**src/rtl/board_renderer_if.sv**
```systemverilog
// Board RAM read port between board_renderer (master) and the double-buffered
// board RAM (slave). The address MSB selects the buffer.
interface board_renderer_if #(
  parameter int ADDR_W = 9,
  parameter int DATA_W = 16
) ();
  logic [ADDR_W-1:0] rd_addr;
  logic [DATA_W-1:0] rd_data;

  modport master (output rd_addr, input rd_data);
  modport slave  (input rd_addr, output rd_data);
endinterface

```
**src/rtl/board_renderer.sv**
```systemverilog
// Game of Life pixel renderer: maps VGA timing to board cells, reads cell state
// from board RAM, emits RGB with matched syncs. Optional grid lines: GRID_LINES_EN.
module board_renderer #(
  parameter int          CELL_SHIFT     = 3,
  parameter int          BOARD_W        = 64,
  parameter int          BOARD_H        = 48,
  parameter int          WORD_BITS      = 16,
  parameter int          READ_LATENCY   = 2,
  parameter int          DISPLAY_HEIGHT = 480,
  parameter logic [11:0] ALIVE_COLOR    = 12'hFFF,
  parameter logic [11:0] DEAD_COLOR     = 12'h000,
  parameter logic [11:0] CURSOR_COLOR   = 12'hF00
`ifdef GRID_LINES_EN
  , parameter logic [11:0] GRID_COLOR   = 12'h333
`endif
) (
  input  logic                       vclk_in,
  input  logic                       rst_n_in,
  input  logic [10:0]                hcount_in,
  input  logic [9:0]                 vcount_in,
  input  logic                       hsync_in,
  input  logic                       vsync_in,
  input  logic                       blank_in,
  input  logic [$clog2(BOARD_W)-1:0] cursor_x_in,
  input  logic [$clog2(BOARD_H)-1:0] cursor_y_in,
  input  logic                       swap_req_in,
  board_renderer_if.master           ram,
  output logic                       buf_sel_out,
  output logic                       frame_done_out,
  output logic [11:0]                rgb_out,
  output logic                       hsync_out,
  output logic                       vsync_out,
  output logic                       blank_out
);

  localparam int CX_W  = $clog2(BOARD_W);
  localparam int CY_W  = $clog2(BOARD_H);
  localparam int BIT_W = $clog2(WORD_BITS);
  localparam int IDX_W = CX_W + CY_W;
  localparam int WA_W  = IDX_W - BIT_W;
  localparam logic [CELL_SHIFT-1:0] SUB_LAST = '1;

  // Everything known about a pixel at address time, carried alongside the RAM read.
  typedef struct packed {
    logic             hsync;
    logic             vsync;
    logic             blank;
    logic             on_board;
    logic             cursor_hit;
    logic             cell_edge;
`ifdef GRID_LINES_EN
    logic             grid;
`endif
    logic [BIT_W-1:0] bit_idx;
  } attr_t;

  attr_t                pipe [READ_LATENCY+1];
  attr_t                attr_idle;
  attr_t                cap;
  attr_t                tail;
  logic [10:0]          cell_x;
  logic [9:0]           cell_y;
  logic [CELL_SHIFT-1:0] sub_x;
  logic [CELL_SHIFT-1:0] sub_y;
  logic [IDX_W-1:0]     idx;
  logic                 on_board;
  logic                 frame_start;
  logic                 pending;
  logic                 buf_next;
  logic                 alive;
  logic [11:0]          colour;

  // NOTE: every always_comb output gets a default first, so no path can infer a latch.
  always_comb begin
    attr_idle       = '0;
    attr_idle.hsync = 1'b1;
    attr_idle.vsync = 1'b1;
    attr_idle.blank = 1'b1;

    cell_x      = hcount_in >> CELL_SHIFT;
    cell_y      = vcount_in >> CELL_SHIFT;
    sub_x       = hcount_in[CELL_SHIFT-1:0];
    sub_y       = vcount_in[CELL_SHIFT-1:0];
    on_board    = (cell_x < 11'(BOARD_W)) && (cell_y < 10'(BOARD_H));
    idx         = {cell_y[CY_W-1:0], cell_x[CX_W-1:0]};
    frame_start = (hcount_in == '0) && (vcount_in == '0);
    // The frame-start pixel already reads from the newly selected buffer.
    buf_next    = buf_sel_out ^ (frame_start & (pending | swap_req_in));

    cap            = '0;
    cap.hsync      = hsync_in;
    cap.vsync      = vsync_in;
    cap.blank      = blank_in;
    cap.on_board   = on_board;
    cap.cursor_hit = on_board && (cell_x == 11'(cursor_x_in)) && (cell_y == 10'(cursor_y_in));
    cap.cell_edge  = (sub_x == '0) || (sub_x == SUB_LAST) || (sub_y == '0) || (sub_y == SUB_LAST);
`ifdef GRID_LINES_EN
    cap.grid       = on_board && ((sub_x == '0) || (sub_y == '0));
`endif
    cap.bit_idx    = idx[BIT_W-1:0];
  end

  always_comb begin
    tail   = pipe[READ_LATENCY];
    alive  = tail.on_board & ram.rd_data[tail.bit_idx];
    colour = DEAD_COLOR;
    if (tail.blank)                             colour = 12'h000;
    else if (tail.cursor_hit && tail.cell_edge) colour = CURSOR_COLOR;
    else if (alive)                             colour = ALIVE_COLOR;
`ifdef GRID_LINES_EN
    else if (tail.grid)                         colour = GRID_COLOR;
`endif
  end

  // NOTE: sequential state uses non-blocking assignments only, so the pipe shifts as one.
  always_ff @(posedge vclk_in) begin
    if (!rst_n_in) begin
      buf_sel_out    <= 1'b0;
      pending        <= 1'b0;
      frame_done_out <= 1'b0;
      ram.rd_addr    <= '0;
      // NOTE: the delay line is reset stage by stage so a mid-frame reset flushes stale pixels.
      for (int i = 0; i <= READ_LATENCY; i++) pipe[i] <= attr_idle;
      rgb_out        <= 12'h000;
      hsync_out      <= 1'b1;
      vsync_out      <= 1'b1;
      blank_out      <= 1'b1;
    end else begin
      buf_sel_out    <= buf_next;
      pending        <= frame_start ? 1'b0 : (pending | swap_req_in);
      frame_done_out <= (hcount_in == '0) && (vcount_in == 10'(DISPLAY_HEIGHT));
      ram.rd_addr    <= on_board ? {buf_next, idx[IDX_W-1:BIT_W]} : {buf_next, {WA_W{1'b0}}};
      pipe[0]        <= cap;
      for (int i = 1; i <= READ_LATENCY; i++) pipe[i] <= pipe[i-1];
      rgb_out        <= colour;
      hsync_out      <= tail.hsync;
      vsync_out      <= tail.vsync;
      blank_out      <= tail.blank;
    end
  end

endmodule

```
**src/flat_wrapper.sv**
```systemverilog
// flat-port wrapper written by rule: the top's interface ports become plain ports
module board_renderer_flat 
#(
  parameter int          CELL_SHIFT     = 3,
  parameter int          BOARD_W        = 64,
  parameter int          BOARD_H        = 48,
  parameter int          WORD_BITS      = 16,
  parameter int          READ_LATENCY   = 2,
  parameter int          DISPLAY_HEIGHT = 480,
  parameter logic [11:0] ALIVE_COLOR    = 12'hFFF,
  parameter logic [11:0] DEAD_COLOR     = 12'h000,
  parameter logic [11:0] CURSOR_COLOR   = 12'hF00

)
  (vclk_in, rst_n_in, hcount_in, vcount_in, hsync_in, vsync_in, blank_in, cursor_x_in, cursor_y_in, swap_req_in, buf_sel_out, frame_done_out, rgb_out, hsync_out, vsync_out, blank_out, ram_rd_addr, ram_rd_data);
  board_renderer_if #(.ADDR_W(9), .DATA_W(16)) ram_i ();
  input  logic vclk_in;
  input  logic rst_n_in;
  input  logic [10:0] hcount_in;
  input  logic [9:0] vcount_in;
  input  logic hsync_in;
  input  logic vsync_in;
  input  logic blank_in;
  input  logic [$clog2(BOARD_W)-1:0] cursor_x_in;
  input  logic [$clog2(BOARD_H)-1:0] cursor_y_in;
  input  logic swap_req_in;
  output logic buf_sel_out;
  output logic frame_done_out;
  output logic [11:0] rgb_out;
  output logic hsync_out;
  output logic vsync_out;
  output logic blank_out;
  output wire logic [$bits(ram_i.rd_addr)-1:0] ram_rd_addr;
  input wire logic [$bits(ram_i.rd_data)-1:0] ram_rd_data;
  assign ram_rd_addr = ram_i.rd_addr;
  assign ram_i.rd_data = ram_rd_data;
  board_renderer #(.CELL_SHIFT(CELL_SHIFT), .BOARD_W(BOARD_W), .BOARD_H(BOARD_H), .WORD_BITS(WORD_BITS), .READ_LATENCY(READ_LATENCY), .DISPLAY_HEIGHT(DISPLAY_HEIGHT), .ALIVE_COLOR(ALIVE_COLOR), .DEAD_COLOR(DEAD_COLOR), .CURSOR_COLOR(CURSOR_COLOR)) u_core (.vclk_in(vclk_in), .rst_n_in(rst_n_in), .hcount_in(hcount_in), .vcount_in(vcount_in), .hsync_in(hsync_in), .vsync_in(vsync_in), .blank_in(blank_in), .cursor_x_in(cursor_x_in), .cursor_y_in(cursor_y_in), .swap_req_in(swap_req_in), .ram(ram_i), .buf_sel_out(buf_sel_out), .frame_done_out(frame_done_out), .rgb_out(rgb_out), .hsync_out(hsync_out), .vsync_out(vsync_out), .blank_out(blank_out));
endmodule
```
**config.mk**
```make
export PLATFORM = sky130hd
export DESIGN_NAME = board_renderer_flat
export DESIGN_NICKNAME = d
export VERILOG_FILES = /design/src/rtl/board_renderer_if.sv /design/src/rtl/board_renderer.sv /design/src/flat_wrapper.sv
export SDC_FILE = /design/constraint.sdc
export NUM_CORES = 1
export LEC_CHECK = 0
export BUFFER_PORTS_ARGS = -buffer_cell sky130_fd_sc_hd__buf_2
export CAP_MARGIN = 10
export CORE_ASPECT_RATIO = 0.8
export CORE_MARGIN = 2
export CORE_UTILIZATION = 40
export DETAILED_ROUTE_END_ITERATION = 8
export PLACE_DENSITY = 0.82
export SYNTH_ARGS = -nofsm -noshare
export SYNTH_HDL_FRONTEND = slang
export SYNTH_SLANG_ARGS = --single-unit
```
**constraint.sdc**
```tcl
create_clock -name vclk_in -period 1.3 [get_ports vclk_in]
set_input_delay 0.13 -clock vclk_in [delete_from_list [all_inputs] [get_ports vclk_in]]
set_output_delay 0.13 -clock vclk_in [all_outputs]
set_load 0.005 [all_outputs]
```
==> impl_metrics.ini, run 1 <==
[synth]
yosys_warnings = 0
syn_area_mm2 = 0.00174
synth.distinct_cells = 31
yosysSeqAreaShare_pct = 52.9
async_flop_share_pct = 0
synth-main-ff-cell = dfxtp_1
syn_nets = 217
syn_inst = 162
synth_seq_cells = 46
synth_edf_count = 0
syn_area_per_cell_um2 = 10.7

[sta]
worstMarginPinSlew_ns = 0.297
hold_viol = 0
slew_headroom_pct = 80.2
fin_ws_ns = -0.0394
rsz0062_at_grt = true
fin_crit_sh_pct = 103
drv_slew = 0
clock.fmax_ghz = 0.747
fin_hold_ws_ns = 0.0182
setup-violations-final = 2
finalCriticalPeriod_ns = 1.34
clock_skew_ns = 0.00491

[global_routing]
antenna_found_initial = 0
grt_overflow = 0
grt_max_degree = 23
grt_pass1_vias = 1256
grtUsageTotal_pct = 14.6
grt_first_pass_wirelength_mm = 5.40

[finish]
design_area_mm2 = 0.00228
multi_input_area_um2 = 717
diodes = 0
area_growth_pct = 31.3
layout_common_cells = buf_2 (80), dfxtp_1 (45), and2_1 (18)
final_common_cell = buf_2
fin_nets = 294
register_area_um2 = 925
nFillCells = 386
final_layout_size_suffix_gt1_share_pct = 45.8

[critical_path]
path_class = flip-flop to flip-flop
path_max_fanout = 5
worstSetupEndpointType = flip-flop
startpoint_type = flip-flop
critPathRequiredTime_ns = 1.48
worstPathArrival_ns = 1.52
rrSetupSlack_ns = -0.04
r2r_cells = 3

[placement]
place_congestion = 0.829
place.detailed.hpwl_mm = 2.70
postPlaceCellArea_mm2 = 0.00215
port-buffer-count = 80

[clock_tree]
worstSkewPairLatency_ns = 0.29
cts_tree = built
root_buffer = clkbuf_8
numCtsBuffers = 5
cts_sinks = 46
clk_path_buf_depth = 2
ctsHtreeMaxLevel = 2
path_clk_slew_ns = 0.08

[die]
initial_core_util_pct = 41.6
die_h_um = 63.0
die_x_um = 77.7
dieArea_mm2 = 0.00489
core_area_mm2 = 0.00418
io_pins = 81
num_rows = 21

[route]
via_count = 1361
drtAntennaViolNets = 0
firstDrtPassIters = 5
wl_mm = 3.43
drt_iter0_drc = 14
drc_errors = 0
viasPerCell = 4.58
post_drt_wl_per_cell_um = 11.5

[min_path]
whs_path_depth = 2
hold_path_class = primary input to flip-flop

[pwr]
ir_worst_vdd_mv = 0.538
power_per_cell_area_mw_per_mm2 = 1170
p_leak_nw = 1.03

[status]
violations = setup timing
outcome = finished, violations left

[run]
cap_violations = 0
==> Yosys cell counts, types with 5 or more instances <==
library cell / number / area, um^2
dfxtp_1: 46 / 921
and2_1: 18 / 113
buf_4: 12 / 90.1
nand2b_1: 9 / 56.3
and2_2: 8 / 60.1
nand2_1: 7 / 26.3
inv_1: 5 / 18.8
mux2i_1: 5 / 50.1
xnor2_1: 5 / 43.8
==> metal layers <==
| metal | vias to the layer above | wire [um] | global-route usage (%) |
|---|---|---|---|
| li1 | 690 | - | - |
| met1 | 585 | 1430 | 15.9 |
| met2 | 76 | 1460 | 22.6 |
| met3 | 10 | 443 | 7.80 |
| met4 | 0 | 95 | 7.81 |
| met5 | - | 0 | 0 |
==> area by class of cell <==
cell class / instances / area share (%)
Timing Repair Buffer: 85 / 19.3
Tap cell: 57 / 3.12
Sequential cell: 46 / 40.5
Clock buffer: 8 / 4.82
Multi-Input combinational cell: 96 / 31.4
Inverter: 5 / 0.822
==> cell families (layout without fill, tap and decap cells) <==
kind of cell | after synthesis | count (layout) | share of synthesized area (%)
AND/OR/NAND/NOR | 64 | 64 | 22.4
flip-flops | 46 | 46 | 52.9
buffers and inverters | 20 | 98 | 6.91
AO/OA/AOI/OAI | 16 | 16 | 7.70
XOR/XNOR | 9 | 9 | 4.53
multiplexers | 7 | 7 | 5.47
==> critical path: stages (launching register included) <==
cell and delay (ns):
dfxtp_4 0.39, mux4_2 0.52, o2111ai_2 0.22, a31oi_1 0.10
==> final timing paths <==
check	from	end
max	u_core.pipe[0][22]	u_core.rgb_out[10]
min	hsync_in	u_core.pipe[0][9]
max reg2reg	u_core.pipe[0][22]	u_core.rgb_out[10]
min reg2reg	u_core.pipe[0][19]	u_core.pipe[0][29]
==> registers in the layout, indices dropped and copies added, names as in the netlist <==
| register | count |
|---|---|
| u_core.pipe | 30 |
| u_core.rgb_out | 2 |
| u_core.blank_out | 1 |
| u_core.ram.rd_addr | 8 |
| u_core.buf_sel_out | 1 |
| u_core.vsync_out | 1 |
| u_core.frame_done_out | 1 |
| u_core.pending | 1 |
| u_core.hsync_out | 1 |
==> what timing repair did <==
action	CTS	global route
pin swaps	4	0
setup endpoints to repair	2	2
gates resized for setup	3	1
hold buffers	0	0
setup buffers	1	0
==> power breakdown <==
part / internal, mW / switching, mW
sequential: 1.45 / 0.0116
combinational: 0.130 / 0.110
clock: 0.536 / 0.434
==> stage by stage <==
step | power, mW | util (%) | cells | setup TNS [ns] | worst slack [ns]
after global placement | 1.72 | 51.4 | 288 | -0.0210 | -0.0119
after floorplan | 1.59 | - | 162 | -0.0309 | -0.0173
final | 2.67 | 54.7 | 297 | -0.0692 | -0.0394
after global routing | 2.79 | 54.7 | 297 | -0.211 | -0.106
after detailed placement | 1.73 | 51.4 | 288 | -0.130 | -0.0928
after CTS | 2.69 | 54.5 | 297 | -0.0870 | -0.0435
No activity file was read; power rests on OpenSTA's default activity.
==> run 2: changes to the inputs <==
- CORE_UTILIZATION: 40 -> 25
- PLACE_DENSITY: 0.82 -> 0.59
==> impl_metrics.ini, run 2 (synthesized netlist as in run 1, its figures left out) <==
[finish]
final_common_cell = buf_2
fin_nets = 296
area_growth_pct = 33.8
design_area_mm2 = 0.00233
final_cells = 329
largestRegisters = u_core.pipe: 30 flops, u_core.ram.rd_addr: 8 flops, u_core.rgb_out: 2 flops
final_layout_size_suffix_gt1_share_pct = 46.3
diodes = 0
largest_register_ffs = 30
largest_register = u_core.pipe
layout_common_cells = buf_2 (80), dfxtp_1 (45), and2_1 (18)

[pwr]
combPwrFrac_pct = 9.6
power_mw = 2.59
power_per_cell_area_mw_per_mm2 = 1110
pwr-share-seq_pct = 56.3
p_leak_nw = 1.03
internal_power_mw = 2.01
ir_worst_vdd_mv = 0.415
netSwitchingPower_mw = 0.580
pwr-share-clk_pct = 34.1
switching_share_pct = 22.4

[die]
die_h_um = 78.6
num_rows = 27
initial_core_util_pct = 25.5
dieArea_mm2 = 0.00764
io_pins = 81
core_area_mm2 = 0.00682
die_x_um = 97.3

[critical_path]
worstSetupEndpointType = flip-flop
worstPathArrival_ns = 1.53
critPathRequiredTime_ns = 1.48
path_class = flip-flop to flip-flop
path_max_fanout = 4
startpoint_type = flip-flop

[route]
viasPerCell = 4.20
wl_mm = 3.83
drtAntennaViolNets = 0
drt_iter0_drc = 27
drc_errors = 0
post_drt_wl_per_cell_um = 11.6
via_count = 1381
firstDrtPassIters = 4

[run]
cap_violations = 0

[global_routing]
grtUsageTotal_pct = 10.5
top_usage_layer = met2
grt_pass1_vias = 1393
use_met2_pct = 17.8
grt_overflow = 0
antenna_found_initial = 0
use_met3_pct = 4.45
grt_first_pass_wirelength_mm = 6.42
grt_max_degree = 21
met1_usage_pct = 12.3

[sta]
hold_viol = 0
drv_slew = 0
fin_crit_sh_pct = 104
fin_ws_ns = -0.0541
rsz0062_at_grt = true
slew_headroom_pct = 80.5
setup-violations-final = 2
clock.fmax_ghz = 0.739
worstMarginPinSlew_ns = 0.291
clock_skew_ns = 0.00641
setup_tns_ns = -0.0827
finalCriticalPeriod_ns = 1.35

[clock_tree]
cts_setup_buffers = 0
path_clk_slew_ns = 0.09
numCtsBuffers = 5
ctsHtreeMaxLevel = 2
cts_sinks = 46
root_buffer = clkbuf_8
cts_tree = built
clk_path_buf_depth = 2
worstSkewPairLatency_ns = 0.29

[placement]
place.detailed.hpwl_mm = 3.09
place_inst = 320
postPlaceCellArea_mm2 = 0.00220
place_ws_ns = -0.0485
port-buffer-count = 80
place_congestion = 0.858

[status]
violations = setup timing
outcome = finished, violations left

[min_path]
hold_path_class = primary input to flip-flop
[run 2: changes by cell type in the layout (fill, tap and decap cells not counted)]
cell           change
clkbuf_8           -2
clkinvlp_4         +1
o21ai_2            +1
clkinv_2           +1
o21ai_1            -1
buf_4              +1
dlygate4sd3_1      +1
[run 2: worst paths after layout]
| check | end | slack (ns) | depth (start not counted) | startpoint |
|---|---|---|---|---|
| worst min-delay path | u_core.pipe[0][8] | 0.02 | 2 | vsync_in |
| worst max-delay path | u_core.rgb_out[10] | -0.05 | 3 | u_core.pipe[0][22] |
| worst min register to register | u_core.hsync_out | 0.40 | 1 | u_core.pipe[0][29] |
| worst max register to register | u_core.rgb_out[10] | -0.05 | 3 | u_core.pipe[0][22] |
[run 2: metrics by stage]
step,hold WS [ns],util (%)
final,0.0184,34.1
after global placement,0.310,32.2
after CTS,0.00438,33.9
after detailed placement,0.313,32.2
after global routing,0.0155,34.1
after floorplan,0.214,-
[run 2: metal layers]
| metal | wire (um) | share of wire [%] |
|---|---|---|
| met5 | 0 | 0 |
| met4 | 11 | 0.29 |
| met3 | 375 | 9.8 |
| met2 | 1760 | 46 |
| met1 | 1680 | 44 |
[run 2: what timing repair did]
| item | 4_1_cts | 5_1_grt |
|---|---|---|
| gates resized for setup | 2 | 3 |
| hold endpoints to repair | 1 | 0 |
| endpoints found under the setup margin | 2 | 2 |
| pin swaps | 3 | 1 |
| cloned | 0 | 0 |
| hold buffers | 1 | 0 |
[run 2: critical path, cell delays in order, from the launching register on]
cell and delay, ns:
dfxtp_4 0.39, mux4_2 0.52, o2111ai_2 0.23, a31oi_1 0.11
[run 2: final cells by class]
type                            count  area [um^2]
Tap cell                           87          109
Inverter                            5         18.8
Timing Repair Buffer               87          459
Multi-Input combinational cell     96          721
Sequential cell                    46          925
Clock buffer                        6         82.6
Clock inverter                      2         12.5
Fill cell                         733         4500
[run 2: power by group through the flow]
| stage | logic [mW] | clock network [mW] | registers [mW] |
|---|---|---|---|
| after global placement | 0.242 | 0 | 1.49 |
| after detailed placement | 0.249 | 0 | 1.49 |
| after floorplan | 0.105 | 0 | 1.49 |
| after global routing | 0.279 | 1.01 | 1.46 |
| after CTS | 0.252 | 0.940 | 1.46 |
| final | 0.249 | 0.883 | 1.46 |
